**src/rtl/timer_pkg.sv**
```systemverilog
// timer_pkg: shared digit type, state encoding and seconds limits for the timer
package timer_pkg;
    typedef logic [3:0] bcd_t;
    typedef enum logic [1:0] {HOLD, SET, RUN, EXPIRED} state_t;
    localparam bcd_t SEC_MAX_TENS = 4'd5;
    localparam bcd_t SEC_MAX_ONES = 4'd9;
endpackage

```
**src/rtl/bcd2_counter.sv**
```systemverilog
// bcd2_counter: two-digit BCD counter, increment wraps max->00, decrement wraps 00->max
module bcd2_counter
    import timer_pkg::*;
#(
    parameter int MOD = 60
) (
    input  logic clk,
    input  logic reset,
    input  logic i_clr,
    input  logic i_inc,
    input  logic i_dec,
    output bcd_t o_ones,
    output bcd_t o_tens,
    output logic o_borrow
);
    localparam bcd_t MAX_TENS = bcd_t'((MOD - 1) / 10);
    localparam bcd_t MAX_ONES = bcd_t'((MOD - 1) % 10);
    bcd_t r_ones, r_tens;
    logic w_at_max;
    assign w_at_max = (r_tens == MAX_TENS) && (r_ones == MAX_ONES);
    assign o_borrow = (r_tens == '0) && (r_ones == '0);
    assign o_ones = r_ones;
    assign o_tens = r_tens;
    // ones digit rolls 9<->0 and carries/borrows into tens; whole value wraps at the modulus
    always_ff @(posedge clk) begin
        if (reset || i_clr) begin
            r_ones <= '0;
            r_tens <= '0;
        end else if (i_inc) begin
            r_ones <= (w_at_max || r_ones == 4'd9) ? '0 : r_ones + 4'd1;
            r_tens <= w_at_max ? '0 : (r_ones == 4'd9) ? r_tens + 4'd1 : r_tens;
        end else if (i_dec) begin
            r_ones <= o_borrow ? MAX_ONES : (r_ones == '0) ? 4'd9 : r_ones - 4'd1;
            r_tens <= o_borrow ? MAX_TENS : (r_ones == '0) ? r_tens - 4'd1 : r_tens;
        end
    end
endmodule

```
**src/rtl/timer_count_controller.sv**
```systemverilog
// timer_count_controller: min:sec BCD set/countdown sequencer with 1 Hz prescaler and alarm timing
module timer_count_controller
    import timer_pkg::*;
#(
    parameter int TICK_DIV    = 50000000,
    parameter int ALARM_TICKS = 5,
    parameter int MAX_MIN     = 99
) (
    input  logic clk,
    input  logic reset,
    input  logic enableCounter,
    input  logic forward,
    input  logic resetTimer,
    input  logic segDemand,
    input  logic minDemand,
    output bcd_t sec_ones,
    output bcd_t sec_tens,
    output bcd_t min_ones,
    output bcd_t min_tens,
    output logic tick,
    output logic done,
    output logic alarm,
    output logic running
);
    localparam int PW = $clog2(TICK_DIV);
    localparam int AW = $clog2(ALARM_TICKS + 1);
    localparam logic [PW-1:0] P_LAST = PW'(TICK_DIV - 1);
    localparam logic [AW-1:0] A_LAST = AW'(ALARM_TICKS - 1);
    state_t r_state, w_mode;
    logic [PW-1:0] r_presc;
    logic [AW-1:0] r_acnt;
    logic r_seg_q, r_min_q, r_tick, r_done, r_alarm, r_running;
    logic w_ptc, w_sec_inc, w_min_inc, w_sec_dec, w_min_dec, w_sec_zero, w_min_zero, w_expire;
    assign w_mode    = !enableCounter ? HOLD : (forward ? SET : RUN);
    assign w_ptc     = r_presc == P_LAST;
    assign w_sec_inc = r_state == SET && segDemand && !r_seg_q;
    assign w_min_inc = r_state == SET && minDemand && !r_min_q;
    assign w_sec_dec = r_state == RUN && w_ptc && !(w_sec_zero && w_min_zero);
    assign w_min_dec = w_sec_dec && w_sec_zero;
    assign w_expire  = w_sec_dec && w_min_zero && sec_tens == '0 && sec_ones == 4'd1;
    assign tick      = r_tick;
    assign done      = r_done;
    assign alarm     = r_alarm;
    assign running   = r_running;
    bcd2_counter #(.MOD(SEC_MAX_TENS * 10 + SEC_MAX_ONES + 1)) u_sec (
        .clk(clk), .reset(reset), .i_clr(resetTimer), .i_inc(w_sec_inc), .i_dec(w_sec_dec),
        .o_ones(sec_ones), .o_tens(sec_tens), .o_borrow(w_sec_zero)
    );
    bcd2_counter #(.MOD(MAX_MIN + 1)) u_min (
        .clk(clk), .reset(reset), .i_clr(resetTimer), .i_inc(w_min_inc), .i_dec(w_min_dec),
        .o_ones(min_ones), .o_tens(min_tens), .o_borrow(w_min_zero)
    );
    // button history sampled every cycle so a held button never counts on entering SET
    always_ff @(posedge clk) begin
        r_seg_q <= reset ? 1'b0 : segDemand;
        r_min_q <= reset ? 1'b0 : minDemand;
    end
    // prescaler: zeroed in SET, frozen in HOLD so a pause keeps the fractional second
    always_ff @(posedge clk) begin
        if (reset || resetTimer || r_state == SET)
            r_presc <= '0;
        else if (r_state == RUN || r_state == EXPIRED)
            r_presc <= w_ptc ? '0 : r_presc + 1'b1;
    end
    // mode FSM with registered tick/done/alarm/running; EXPIRED ignores the control strobes
    always_ff @(posedge clk) begin
        if (reset || resetTimer) begin
            r_state   <= HOLD;
            r_acnt    <= '0;
            r_tick    <= 1'b0;
            r_done    <= 1'b0;
            r_alarm   <= 1'b0;
            r_running <= 1'b0;
        end else begin
            r_tick <= r_state == RUN && w_ptc;
            r_done <= w_expire;
            if (r_state == EXPIRED) begin
                r_running <= 1'b0;
                if (w_ptc) begin
                    r_acnt <= r_acnt + 1'b1;
                    if (r_acnt == A_LAST) begin
                        r_state <= HOLD;
                        r_alarm <= 1'b0;
                    end
                end
            end else if (w_expire) begin
                r_state   <= EXPIRED;
                r_alarm   <= 1'b1;
                r_acnt    <= '0;
                r_running <= 1'b0;
            end else begin
                r_state   <= w_mode;
                r_running <= w_mode == RUN;
            end
        end
    end
endmodule
```
**config.mk**
```make
export PLATFORM = sky130hd
export DESIGN_NAME = timer_count_controller
export DESIGN_NICKNAME = d
export VERILOG_FILES = /design/src/rtl/timer_pkg.sv /design/src/rtl/bcd2_counter.sv /design/src/rtl/timer_count_controller.sv
export SDC_FILE = /design/constraint.sdc
export NUM_CORES = 1
export LEC_CHECK = 0
export BUFFER_PORTS_ARGS = -buffer_cell sky130_fd_sc_hd__buf_2
export CELL_PAD_IN_SITES_DETAIL_PLACEMENT = 0
export CELL_PAD_IN_SITES_GLOBAL_PLACEMENT = 2
export CORE_ASPECT_RATIO = 1.1
export CORE_UTILIZATION = 39
export DETAILED_ROUTE_END_ITERATION = 16
export PLACE_DENSITY_LB_ADDON = 0.3
export SYNTH_ARGS = -nofsm -noshare
export SYNTH_HDL_FRONTEND = slang
export SYNTH_HIERARCHICAL = 1
export SYNTH_SLANG_ARGS = --single-unit
```
**constraint.sdc**
```tcl
create_clock -name clk -period 6.1 [get_ports clk]
set_input_delay 1.525 -clock clk [delete_from_list [all_inputs] [get_ports clk]]
set_output_delay 1.525 -clock clk [all_outputs]
set_load 0.01 [all_outputs]
```
; ---- After elaboration in Yosys (flattened, before gate mapping)
; Index checks and enable logic that the tools add are counted.
[totals]
ff_bits = 53
inputBits = 7
out_inout_bits = 20
[op_classes]
add_sub_neg = 10
n_eq_ne = 15
mux = 36
n_reduce_logical = 38
[ops]
columns = operator, count
row1 = 4-bit two-way mux, 22
row2 = 26-bit by 1-bit adder with 26-bit output (second input constant), 1
row3 = 26-bit equality test (second input constant), 1
row4 = 26-bit two-way mux, 1
row5 = 4-bit by 1-bit adder with 4-bit output (second input constant), 4
row6 = 4-bit logical NOT, 4
row7 = 4-bit by 1-bit subtractor with 4-bit output (second input constant), 4
row8 = 1-bit logical AND, 15
row9 = 4-bit equality test (second input constant), 3
row10 = 2-bit two-way mux, 6
row11 = 3-bit two-way mux, 3
row12 = 3-bit AND reduction, 3
row13 = 2-bit equality test (second input constant), 3
row14 = 3-bit inequality test (second input constant), 2
row15 = 2-bit nonzero test, 3
row16 = 3-bit nonzero test, 2
row17 = 1-bit logical OR, 5
row18 = 4-bit by 1-bit equality test with 1-bit output (second input constant), 1
row19 = 4-bit by 3-bit equality test with 1-bit output (second input constant), 1
row20 = 1-bit two-way mux, 4
row21 = 2-bit AND reduction, 2
row22 = 3-bit by 1-bit adder with 3-bit output (second input constant), 1
row23 = 3-bit equality test (second input constant), 1
row24 = 1-bit logical NOT, 3
row25 = other kinds (4), 4

; ---- Longest topological paths before layout
; Gate-level depths: netlist of run 1.
[logic_depth]
ltp_word = 10
ltp_mapped = 10
ltp_nobuf = 10

; ---- Modules after synthesis
; The synthesis of run 1 kept the hierarchy.
[modules_own_cells]
columns = mod, n_inst, cells_each, area_each_um2, seq_area_each_um2
row1 = timer_count_controller, 1, 205, 1786.7, 740.7
row2 = bcd2_counter at u_min, 1, 81, 678.2, 160.2
row3 = bcd2_counter at u_sec, 1, 78, 653.1, 160.2

; ---- Worst setup path before layout of run 1
; OpenSTA, ideal clock, no wires.
[synth_timing]
path_type = input to register
startpoint = input port segDemand
endpoint = register u_sec.r_ones[3], in the netlist u_sec/o_ones[3]
t_arrival_ps = 2624
required_time_ps = 6035
slack_ps = 3411
stages = 5
path_cell_list = nor3b_1 -> clkbuf_1 -> clkbuf_1 -> mux4_1 -> nor2_1
[synth_via]
elab_chain_cells = 3
word_cells_on_any_way = 4
cone_classes = mux (1) / reduce/logical (3)
[synth_rtl]
columns = element, line
row1 = "start, declared", timer_count_controller.sv:14  ; input logic segDemand,
row2 = 1-bit logical AND (*) (2 in series), timer_count_controller.sv:36  ; assign w_sec_inc = r_state == SET && segDemand && !r_seg_q;
row3 = 4-bit two-way mux / 2-bit nonzero test (equally long branches), --
row4 = "end signal, assigned", bcd2_counter.sv:30  ; r_ones <= (w_at_max || r_ones == 4'd9) ? '0 : r_ones + 4'd1;
row5 = "end signal, assigned", bcd2_counter.sv:33  ; r_ones <= o_borrow ? MAX_ONES : (r_ones == '0) ? 4'd9 : r_ones - 4'd1;
row6 = "end, declared", bcd2_counter.sv:18  ; bcd_t r_ones, r_tens;
; Mark *: on every way between the ends. The rest lies on a longest branch, timed or not.
; A chain may end at the register's enable or synchronous reset.

; ---- Worst setup path in the final report of run 1
[layout_timing]
startpoint = input port minDemand
endpoint = register u_min.r_tens[3], in the netlist u_min/o_tens[3]
[layout_via]
elab_chain_cells = 4
word_cells_on_any_way = 7
cone_classes = eq/ne (1) / mux (1) / reduce/logical (5)
[layout_rtl]
columns = element, line
row1 = "start, declared", timer_count_controller.sv:15  ; input logic minDemand,
row2 = 1-bit logical AND (*) (2 in series), timer_count_controller.sv:37  ; assign w_min_inc = r_state == SET && minDemand && !r_min_q;
row3 = named net w_min_inc, timer_count_controller.sv:33  ; logic w_ptc, w_sec_inc, w_min_inc, w_sec_dec, w_min_dec, w_sec_zero, w_min_zero, w_expire;
row4 = "3-bit inequality test (no line), or another cell as far along", --
row5 = 3-bit AND reduction (no line), --
row6 = "end signal, assigned", bcd2_counter.sv:31  ; r_tens <= w_at_max ? '0 : (r_ones == 4'd9) ? r_tens + 4'd1 : r_tens;
row7 = "end signal, assigned", bcd2_counter.sv:34  ; r_tens <= o_borrow ? MAX_TENS : (r_ones == '0) ? r_tens - 4'd1 : r_tens;
row8 = "end, declared", bcd2_counter.sv:18
; The timed path passes the listed nets; every way through them passes the cells marked *.

==> results by group, run 1 <==
Status
  • Status: complete, no violations

STA
  • Tmin final: 3.13 ns
  • Final setup fails: 0
  • Count of final max-slew check failures: 0
  • Hold Vio Cnt, Final: 0
  • Post-route setup TNS: 0 ns
  • Relative max-transition margin: 28.6%
  • Final Skew: 0.0104 ns
  • Final worst path period share: 51.3%
  • Worst-margin pin slew: 1.07 ns
  • F_max: 0.319 GHz
  • Unrepaired setup endpoints after global routing: false

Detailed routing
  • Routed WL per cell: 13.7 µm
  • Routed wire length: 6.72 mm
  • Drt initial violations: 74
  • Drt drc: 0
  • DR vias/cell: 5.37
  • Via count: 2,625
  • Post-DRT Antenna Nets: 0
  • Pre-antenna DRT Iters: 4

Clock tree
  • Post-CTS Setup Bufs: 0
  • CTS Buffer Depth: 2
  • H-Tree Depth: 2
  • Root buffer cell: clkbuf_8
  • Clk_lat worst skew: 0.31 ns
  • CTS tree: yes
  • Number of CTS-inserted buffers: 5
  • Clock Pin Slew Worst Setup and Hold Paths: 0.10 ns
  • Post-CTS Hold Buffers: 0
  • Resize count post-CTS: 0
  • Sink Count: 53

Critical path
  • R2r startpoint: r_presc[0]
  • Worst-path maximum fanout: 19
  • CP required: 6.32 ns
  • Worst Setup End Kind: flip-flop
  • Worst EP arrival: 3.35 ns
  • Critical path launch point: minDemand
  • CP Launch Type: input pin
  • Reg2reg setup slack: 3.18 ns
  • Crit path kind: in2reg

Synthesis
  • Unique masters post-synth: 71
  • Async S/R FF share, synth: 0%
  • Synth warnings: 6
  • Synth top area share: 34.0%
  • EDFF count, synth: 0
  • Mapped Cells: 364
  • Ranking of synthesized cells by area: dfxtp_1, ha_1, nor2_1
  • Post-synthesis sequential area ratio: 34.0%
  • Area of the mapped netlist: 3120 µm²
  • Post-synth top area cell: dfxtp_1
  • #FFs+latches synth: 53
  • Mapped Avg Cell Area: 8.57 µm²
  • Syn nets: 386
  • Ys flop type: dfxtp_1

Finish
  • Fin nets: 405
  • Final core utilization: 45.2%
  • Layout cell share with drive strength beyond 1: 14.6%
  • # diodes: 0
  • Filler cell count: 805
  • Syn-to-layout area delta: 10.1%

Floorplan
  • Core area: 7600 µm²
  • Initial Util: 41.0%
  • DIE AREA: 8360 µm²
  • DIE HEIGHT: 95.8 µm
  • Ports: 27
  • Row cnt: 33
  • Die width: 87.3 µm

GRT
  • Largest net degree at the start of global routing: 25
  • Initial antenna violation count: 0
  • Total grt overflow: 0
  • Vias in the first global route: 2,342
  • First-pass GRT wire length: 11.3 mm
  • Global Route Usage Sum: 16.9%

Power
  • Lkg Pwr: 1.23 nW
  • PD cells: 190 nW/µm²
  • Max rail drop VDD: 0.0906 mV

Placed design
  • HPWL after DPL: 4.78 mm
  • PortBufs: 26
  • Placer Congestion: 0.797

Min path
  • Hold_sp: alarm
  • Hold Path Class: reg2reg

Flow run
  • Max cap viols: 0
## state kept, by name (all words and copies together), names as in the netlist, 2 cells and up
signal        flops
u_sec/o_tens      4
u_min/o_tens      4
r_acnt            3
r_state           2
u_min/o_ones      4
r_presc          26
u_sec/o_ones      4
## worst paths after layout
kind	end	cells after the start
min	alarm	2
min reg2reg	alarm	2
max	u_min/o_tens[3]	6
max reg2reg	u_min/o_ones[3]	9
## cell usage in the layout, fill, tap and decap left out, types with 3 or more instances in the layout
cell type,n
nand2_1,22
nand2b_1,4
nand4_1,10
dfxtp_1,53
and2_1,6
xnor2_1,14
or2_2,4
a21oi_1,11
nand3_1,16
o21ai_0,10
nor2_1,50
and3_1,5
ha_1,15
a211oi_1,7
buf_2,26
or3_1,5
nand4bb_1,3
nand3b_1,3
a31oi_1,4
inv_1,20
o21ai_1,3
nor3_1,9
nor2b_1,7
xor2_1,13
and3b_1,4
and4_1,4
clkbuf_8,5
## power by group
part           total, mW  internal (mW)  switching (mW)
logic             0.0187        0.00632          0.0124
clock network      0.284          0.163           0.121
registers          0.349          0.347         0.00172
## Yosys cell counts (all sizes together) (5+ instances only)
library cell,count
dfxtp,53
a211oi,7
or3,6
ha,15
inv,20
xor2,13
and3,5
or2,6
and2,7
nand3,16
buf,10
nand2,22
xnor2,14
a21oi,13
o21ai,13
nor2b,7
nor2,50
nand4,11
nor3,11
## through the flow
step / setup WS, ns / instances / cell area [µm²] / power (mW) / hold slack [ns]
3_3_place_gp: 2.71 / 481 / 3300 / 0.376 / 0.470
5_1_grt: 2.87 / 489 / 3430 / 0.677 / 0.513
3_5_place_dp: 2.68 / 481 / 3300 / 0.376 / 0.470
6_report: 2.97 / 489 / 3430 / 0.652 / 0.486
4_1_cts: 3.02 / 489 / 3430 / 0.662 / 0.492
2_1_floorplan: 3.41 / 364 / 3120 / 0.370 / 0.466
## worst max-delay path: stages
cell     delay, ns
buf_2         0.08
nor3b_2       0.84
nand3_1       0.26
a21oi_4       0.28
o21ai_1       0.09
a32o_2        0.26
## final cells by class
cell class                 count  area, µm²  share of cell area [%]
tap                          105        131                    3.83
inverter                      20       75.1                    2.19
sequential                    53       1060                    30.9
clock buffer                   5       68.8                    2.00
multi-input combinational    277       1900                    55.4
timing repair buffer          26        130                    3.79
clock inverter                 3       65.1                    1.90
## logic make-up (layout without fill, tap and decap cells)
family,after synthesis,after routing,synth area share [%]
and+or+nand+nor,174,174,31.4
AOI/OAI and AO/OA,56,56,13.0
DFF,53,53,34.0
buffers and inverters,34,54,5.30
xor gates and xnor gates,27,27,7.58
adders and majority gates,15,15,6.02
muxes,5,5,2.61
## metal layers
layer  share of wire, %  global-route usage (%)
met1                 48                    21.8
met2                 48                    28.8
met3                2.8                    3.00
met4                1.4                    5.19
met5                  0                       0
No activity file was read; power rests on OpenSTA's default activity.
==> run 2: changes to the inputs <==
CORE_UTILIZATION = 36   (was 39)
clock period = 2.9 ns   (was 6.1 ns; I/O delays follow)
==> results by group, run 2 (synthesis results as in run 1) <==
Status
  • Status: complete, no violations

Critical path
  • Worst r2r path cells: 10
  • Worst-path maximum fanout: 8
  • Worst r2r dst: u_sec/o_ones[3]
  • R2r startpoint: u_sec/o_ones[0]
  • CP required: 3.15 ns
  • Crit path kind: reg2reg
  • Worst Setup End Kind: flip-flop
  • Worst EP arrival: 2.86 ns
  • CP Launch Type: flip-flop
  • Reg2reg setup slack: 0.29 ns

Detailed routing
  • Routed WL per cell: 13.6 µm
  • Post-DRT Antenna Nets: 0
  • Drt initial violations: 71
  • Drt drc: 0
  • Via count: 2,605
  • Pre-antenna DRT Iters: 4
  • DR vias/cell: 5.18
  • Routed wire length: 6.85 mm

STA
  • Relative max-transition margin: 50.1%
  • Final worst path period share: 90.1%
  • Final Skew: 0.00514 ns
  • Unrepaired setup endpoints after global routing: false
  • Count of final max-slew check failures: 0
  • Post-route setup TNS: 0 ns
  • Worst-margin pin slew: 0.742 ns
  • Hold Vio Cnt, Final: 0
  • Final setup fails: 0
  • F_max: 0.383 GHz
  • Tmin final: 2.61 ns

Floorplan
  • DIE HEIGHT: 99.6 µm
  • Core area: 8410 µm²
  • Initial Util: 37.1%
  • Ports: 27
  • Row cnt: 35
  • Die width: 90.7 µm
  • DIE AREA: 9040 µm²

Clock tree
  • Clk_lat worst skew: 0.31 ns
  • Clock Pin Slew Worst Setup and Hold Paths: 0.09 ns
  • Sink Count: 53
  • H-Tree Depth: 2
  • CTS Buffer Depth: 2
  • Number of CTS-inserted buffers: 5
  • Root buffer cell: clkbuf_8
  • CTS tree: yes
  • Post-CTS Hold Buffers: 0

Finish
  • Fin nets: 414
  • Syn-to-layout area delta: 11.2%
  • Final core utilization: 41.2%
  • Most frequent cells in the layout: dfxtp_1, nor2_1, buf_2
  • # diodes: 0
  • Layout cell share with drive strength beyond 1: 16.6%
  • Filler cell count: 881
  • Most common cell after layout, fill and taps aside: dfxtp_1
  • Biggest register: r_presc
  • Max reg flops: 26

Min path
  • Worst Hold Depth: 2
  • Hold_sp: alarm
  • Hold Path Class: reg2reg
  • Hold Path End: alarm

GRT
  • Vias in the first global route: 2,397
  • Global Route Usage Sum: 15.6%
  • Largest net degree at the start of global routing: 25
  • First-pass GRT wire length: 11.7 mm
  • Total grt overflow: 0
  • Initial antenna violation count: 0

Placed design
  • HPWL after DPL: 4.95 mm
  • PortBufs: 26
  • Placer Congestion: 0.769

Flow run
  • Max cap viols: 0

Power
  • PD cells: 349 nW/µm²
  • Lkg Pwr: 1.25 nW
  • Max rail drop VDD: 0.179 mV
## run 2: changes by cell type in the layout (fill, tap and decap cells not counted)
cell / previous run / this run
a211oi_1: 7 / 6
a211oi_2: 0 / 1
and2_1: 6 / 5
and2_2: 0 / 1
buf_4: 0 / 9
bufinv_16: 2 / 0
clkbuf_1: 0 / 1
clkbuf_8: 5 / 6
clkinv_2: 1 / 0
## run 2: cell type report
cell class | instances | area, µm² | area share [%]
inverters | 20 | 75.1 | 2.17
flip-flops and latches | 53 | 1060 | 30.6
clock buffers | 7 | 86.3 | 2.49
multi-input cells | 277 | 1910 | 55.0
well taps | 111 | 139 | 4.01
repair buffers | 35 | 198 | 5.70
## run 2: worst max path at each step
stage | startpoint | slack [ns] | depth (start not counted) | to
after CTS | u_min/o_ones[0] | 0.18 | 10 | u_sec/o_ones[3]
after detailed placement | u_min/o_ones[0] | 0.21 | 10 | u_sec/o_ones[3]
after floorplan | u_sec/o_ones[0] | 0.48 | 10 | u_sec/o_ones[3]
after global routing | u_min/o_ones[0] | 0.05 | 10 | u_sec/o_ones[3]
after global placement | u_min/o_ones[0] | 0.32 | 10 | u_sec/o_tens[2]
final | u_sec/o_ones[0] | 0.29 | 10 | u_sec/o_ones[3]
## run 2: worst max-delay path, stage by stage (launching register included)
cell and delay, ns:
dfxtp_1 0.39, inv_1 0.10, ha_1 0.25, nor4bb_1 0.38, and2_4 0.22, a211oi_2 0.07
and2_2 0.26, nor2b_1 0.15, and2_1 0.14, mux4_1 0.49, nor2_1 0.10
## run 2: what timing repair did
item	in CTS	in global routing
setup buffers	0	0
setup endpoints to repair	0	5
resized for setup	0	2
## run 2: through the flow
step / hold slack (ns) / area (µm²) / power (mW) / worst slack [ns] / std cells
2_1_floorplan: 0.466 / 3120 / 0.779 / 0.476 / 364
3_3_place_gp: 0.437 / 3370 / 0.793 / 0.318 / 496
3_5_place_dp: 0.449 / 3370 / 0.792 / 0.210 / 496
4_1_cts: 0.465 / 3460 / 1.23 / 0.181 / 503
5_1_grt: 0.486 / 3470 / 1.25 / 0.0483 / 503
6_report: 0.456 / 3470 / 1.21 / 0.287 / 503
## run 2: routing by layer
| layer | global-route usage (%) | vias up | wire, µm |
|---|---|---|---|
| met2 | 26.7 | 34 | 3220 |
| met4 | 4.59 | 0 | 93 |
| met3 | 2.29 | 7 | 163 |
| met1 | 20.2 | 1226 | 3380 |
| met5 | 0 | - | 0 |
| li1 | - | 1338 | - |
## run 2: power breakdown
group / total, mW / leakage [nW] / switching (mW) / internal (mW)
clock: 0.434 / 0.0443 / 0.244 / 0.190
sequential: 0.733 / 0.428 / 0.00267 / 0.730
combinational: 0.0416 / 0.780 / 0.0272 / 0.0145
==> run 3: changes to the inputs <==
CORE_UTILIZATION = 39   (was 36)
TNS_END_PERCENT = 20   (was not set)
clock period = 3.3 ns   (was 2.9 ns; I/O delays follow)
==> results by group, run 3 (synthesis results as in run 1) <==
Status
  • Status: complete, no violations

GRT
  • First-pass GRT wire length: 11.4 mm
  • Global Route Usage Sum: 17.2%
  • Largest net degree at the start of global routing: 25
  • Vias in the first global route: 2,432
  • Initial antenna violation count: 0
  • Total grt overflow: 0

STA
  • Unrepaired setup endpoints after global routing: false
  • Post-route setup TNS: 0 ns
  • Count of final max-slew check failures: 0
  • Relative max-transition margin: 49.6%
  • Final Skew: 0.00702 ns
  • Tmin final: 2.74 ns
  • Worst-margin pin slew: 0.749 ns
  • F_max: 0.365 GHz
  • Hold Vio Cnt, Final: 0
  • Final worst path period share: 83.0%
  • Final setup fails: 0
  • Hold slack final: 0.456 ns

Power
  • Lkg Pwr: 1.23 nW
  • Seq pwr share: 55.7%
  • Switching Power: 0.257 mW
  • Gate power share: 3.1%
  • Total power draw: 1.16 mW
  • P_int: 0.901 mW
  • Clock power share: 41.3%
  • PD cells: 336 nW/µm²
  • Sw Share: 22.2%
  • Max rail drop VDD: 0.144 mV

Floorplan
  • DIE AREA: 8360 µm²
  • Die width: 87.3 µm
  • Core area: 7600 µm²
  • Row cnt: 33
  • DIE HEIGHT: 95.8 µm
  • Ports: 27
  • Initial Util: 41.0%

Clock tree
  • Root buffer cell: clkbuf_8
  • Number of CTS-inserted buffers: 5
  • Sink Count: 53
  • Clk_lat worst skew: 0.32 ns
  • CTS Buffer Depth: 2
  • CTS tree: yes
  • Resize count post-CTS: 0
  • Clock Pin Slew Worst Setup and Hold Paths: 0.10 ns
  • Post-CTS Hold Buffers: 0
  • Post-CTS Setup Bufs: 0
  • H-Tree Depth: 2

Placed design
  • PortBufs: 26
  • HPWL after DPL: 4.66 mm
  • Placer Congestion: 0.792

Detailed routing
  • Routed wire length: 6.59 mm
  • DR vias/cell: 5.31
  • Drt initial violations: 98
  • Routed WL per cell: 13.4 µm
  • Pre-antenna DRT Iters: 4
  • Post-DRT Antenna Nets: 0
  • Via count: 2,612
  • Drt drc: 0

Finish
  • Filler cell count: 814
  • Multi-input gate area: 1900 µm²
  • Layout cell share with drive strength beyond 1: 15.2%
  • Syn-to-layout area delta: 10.4%
  • Sequential cell area: 1060 µm²
  • Max reg flops: 26
  • Most common cell after layout, fill and taps aside: dfxtp_1
  • Final core utilization: 45.3%
  • # diodes: 0
  • Most frequent cells in the layout: dfxtp_1, nor2_1, buf_2
  • Biggest register: r_presc
  • Fin nets: 408

Critical path
  • CP Launch Type: flip-flop
  • CP required: 3.51 ns
  • Worst Setup End Kind: flip-flop
  • Worst EP arrival: 2.95 ns
  • Reg2reg setup slack: 0.56 ns
  • Worst-path maximum fanout: 8
  • Crit path kind: reg2reg

Flow run
  • Max cap viols: 0

Min path
  • Hold Path Class: reg2reg
## run 3: critical path, cell delays in order, from the launching register on
cell and delay, ns:
dfxtp_1 0.47, inv_1 0.08, ha_1 0.26, nor2b_1 0.17
and2_1 0.20, a211oi_1 0.33, and3_1 0.32, nand4bb_1 0.18
a21oi_4 0.26, o21ai_1 0.10, a32o_2 0.27
## run 3: area by class of cell
class	instances	area share [%]
clock buffers	6	2.40
repair buffers	29	4.43
flip-flops and latches	53	30.8
clock inverters	2	1.09
inverters	20	2.18
multi-input cells	277	55.3
well taps	105	3.82
## run 3: worst paths after layout
path / startpoint / end / cells past startpoint
worst min-delay path: alarm / alarm / 2
worst min register to register: alarm / alarm / 2
worst max-delay path: u_min/o_ones[0] / u_min/o_tens[3] / 10
worst max register to register: u_min/o_ones[0] / u_min/o_tens[3] / 10
## run 3: metrics by stage
stage / area, µm² / setup slack [ns] / cells
final: 3440 / 0.562 / 492
after global placement: 3320 / 0.668 / 484
after CTS: 3440 / 0.572 / 492
after global routing: 3440 / 0.312 / 492
after detailed placement: 3320 / 0.579 / 484
after floorplan: 3120 / 0.876 / 364
## run 3: layer usage
layer | part of all wire, % | wire [µm] | GRT usage (%) | up-vias
met5 | 0 | 0 | 0 | -
met4 | 1.2 | 79 | 5.87 | 0
met3 | 3.0 | 196 | 3.17 | 8
met2 | 45 | 2990 | 27.9 | 47
met1 | 50 | 3320 | 23.1 | 1230
li1 | - | - | - | 1327
## run 3: power by group through the flow
| stage | logic (mW) | registers [mW] | clock network [mW] |
|---|---|---|---|
| 2_1_floorplan | 0.0258 | 0.658 | 0 |
| 3_3_place_gp | 0.0361 | 0.660 | 0 |
| 3_5_place_dp | 0.0358 | 0.660 | 0 |
| 4_1_cts | 0.0360 | 0.645 | 0.497 |
| 5_1_grt | 0.0395 | 0.646 | 0.519 |
| 6_report | 0.0354 | 0.645 | 0.478 |
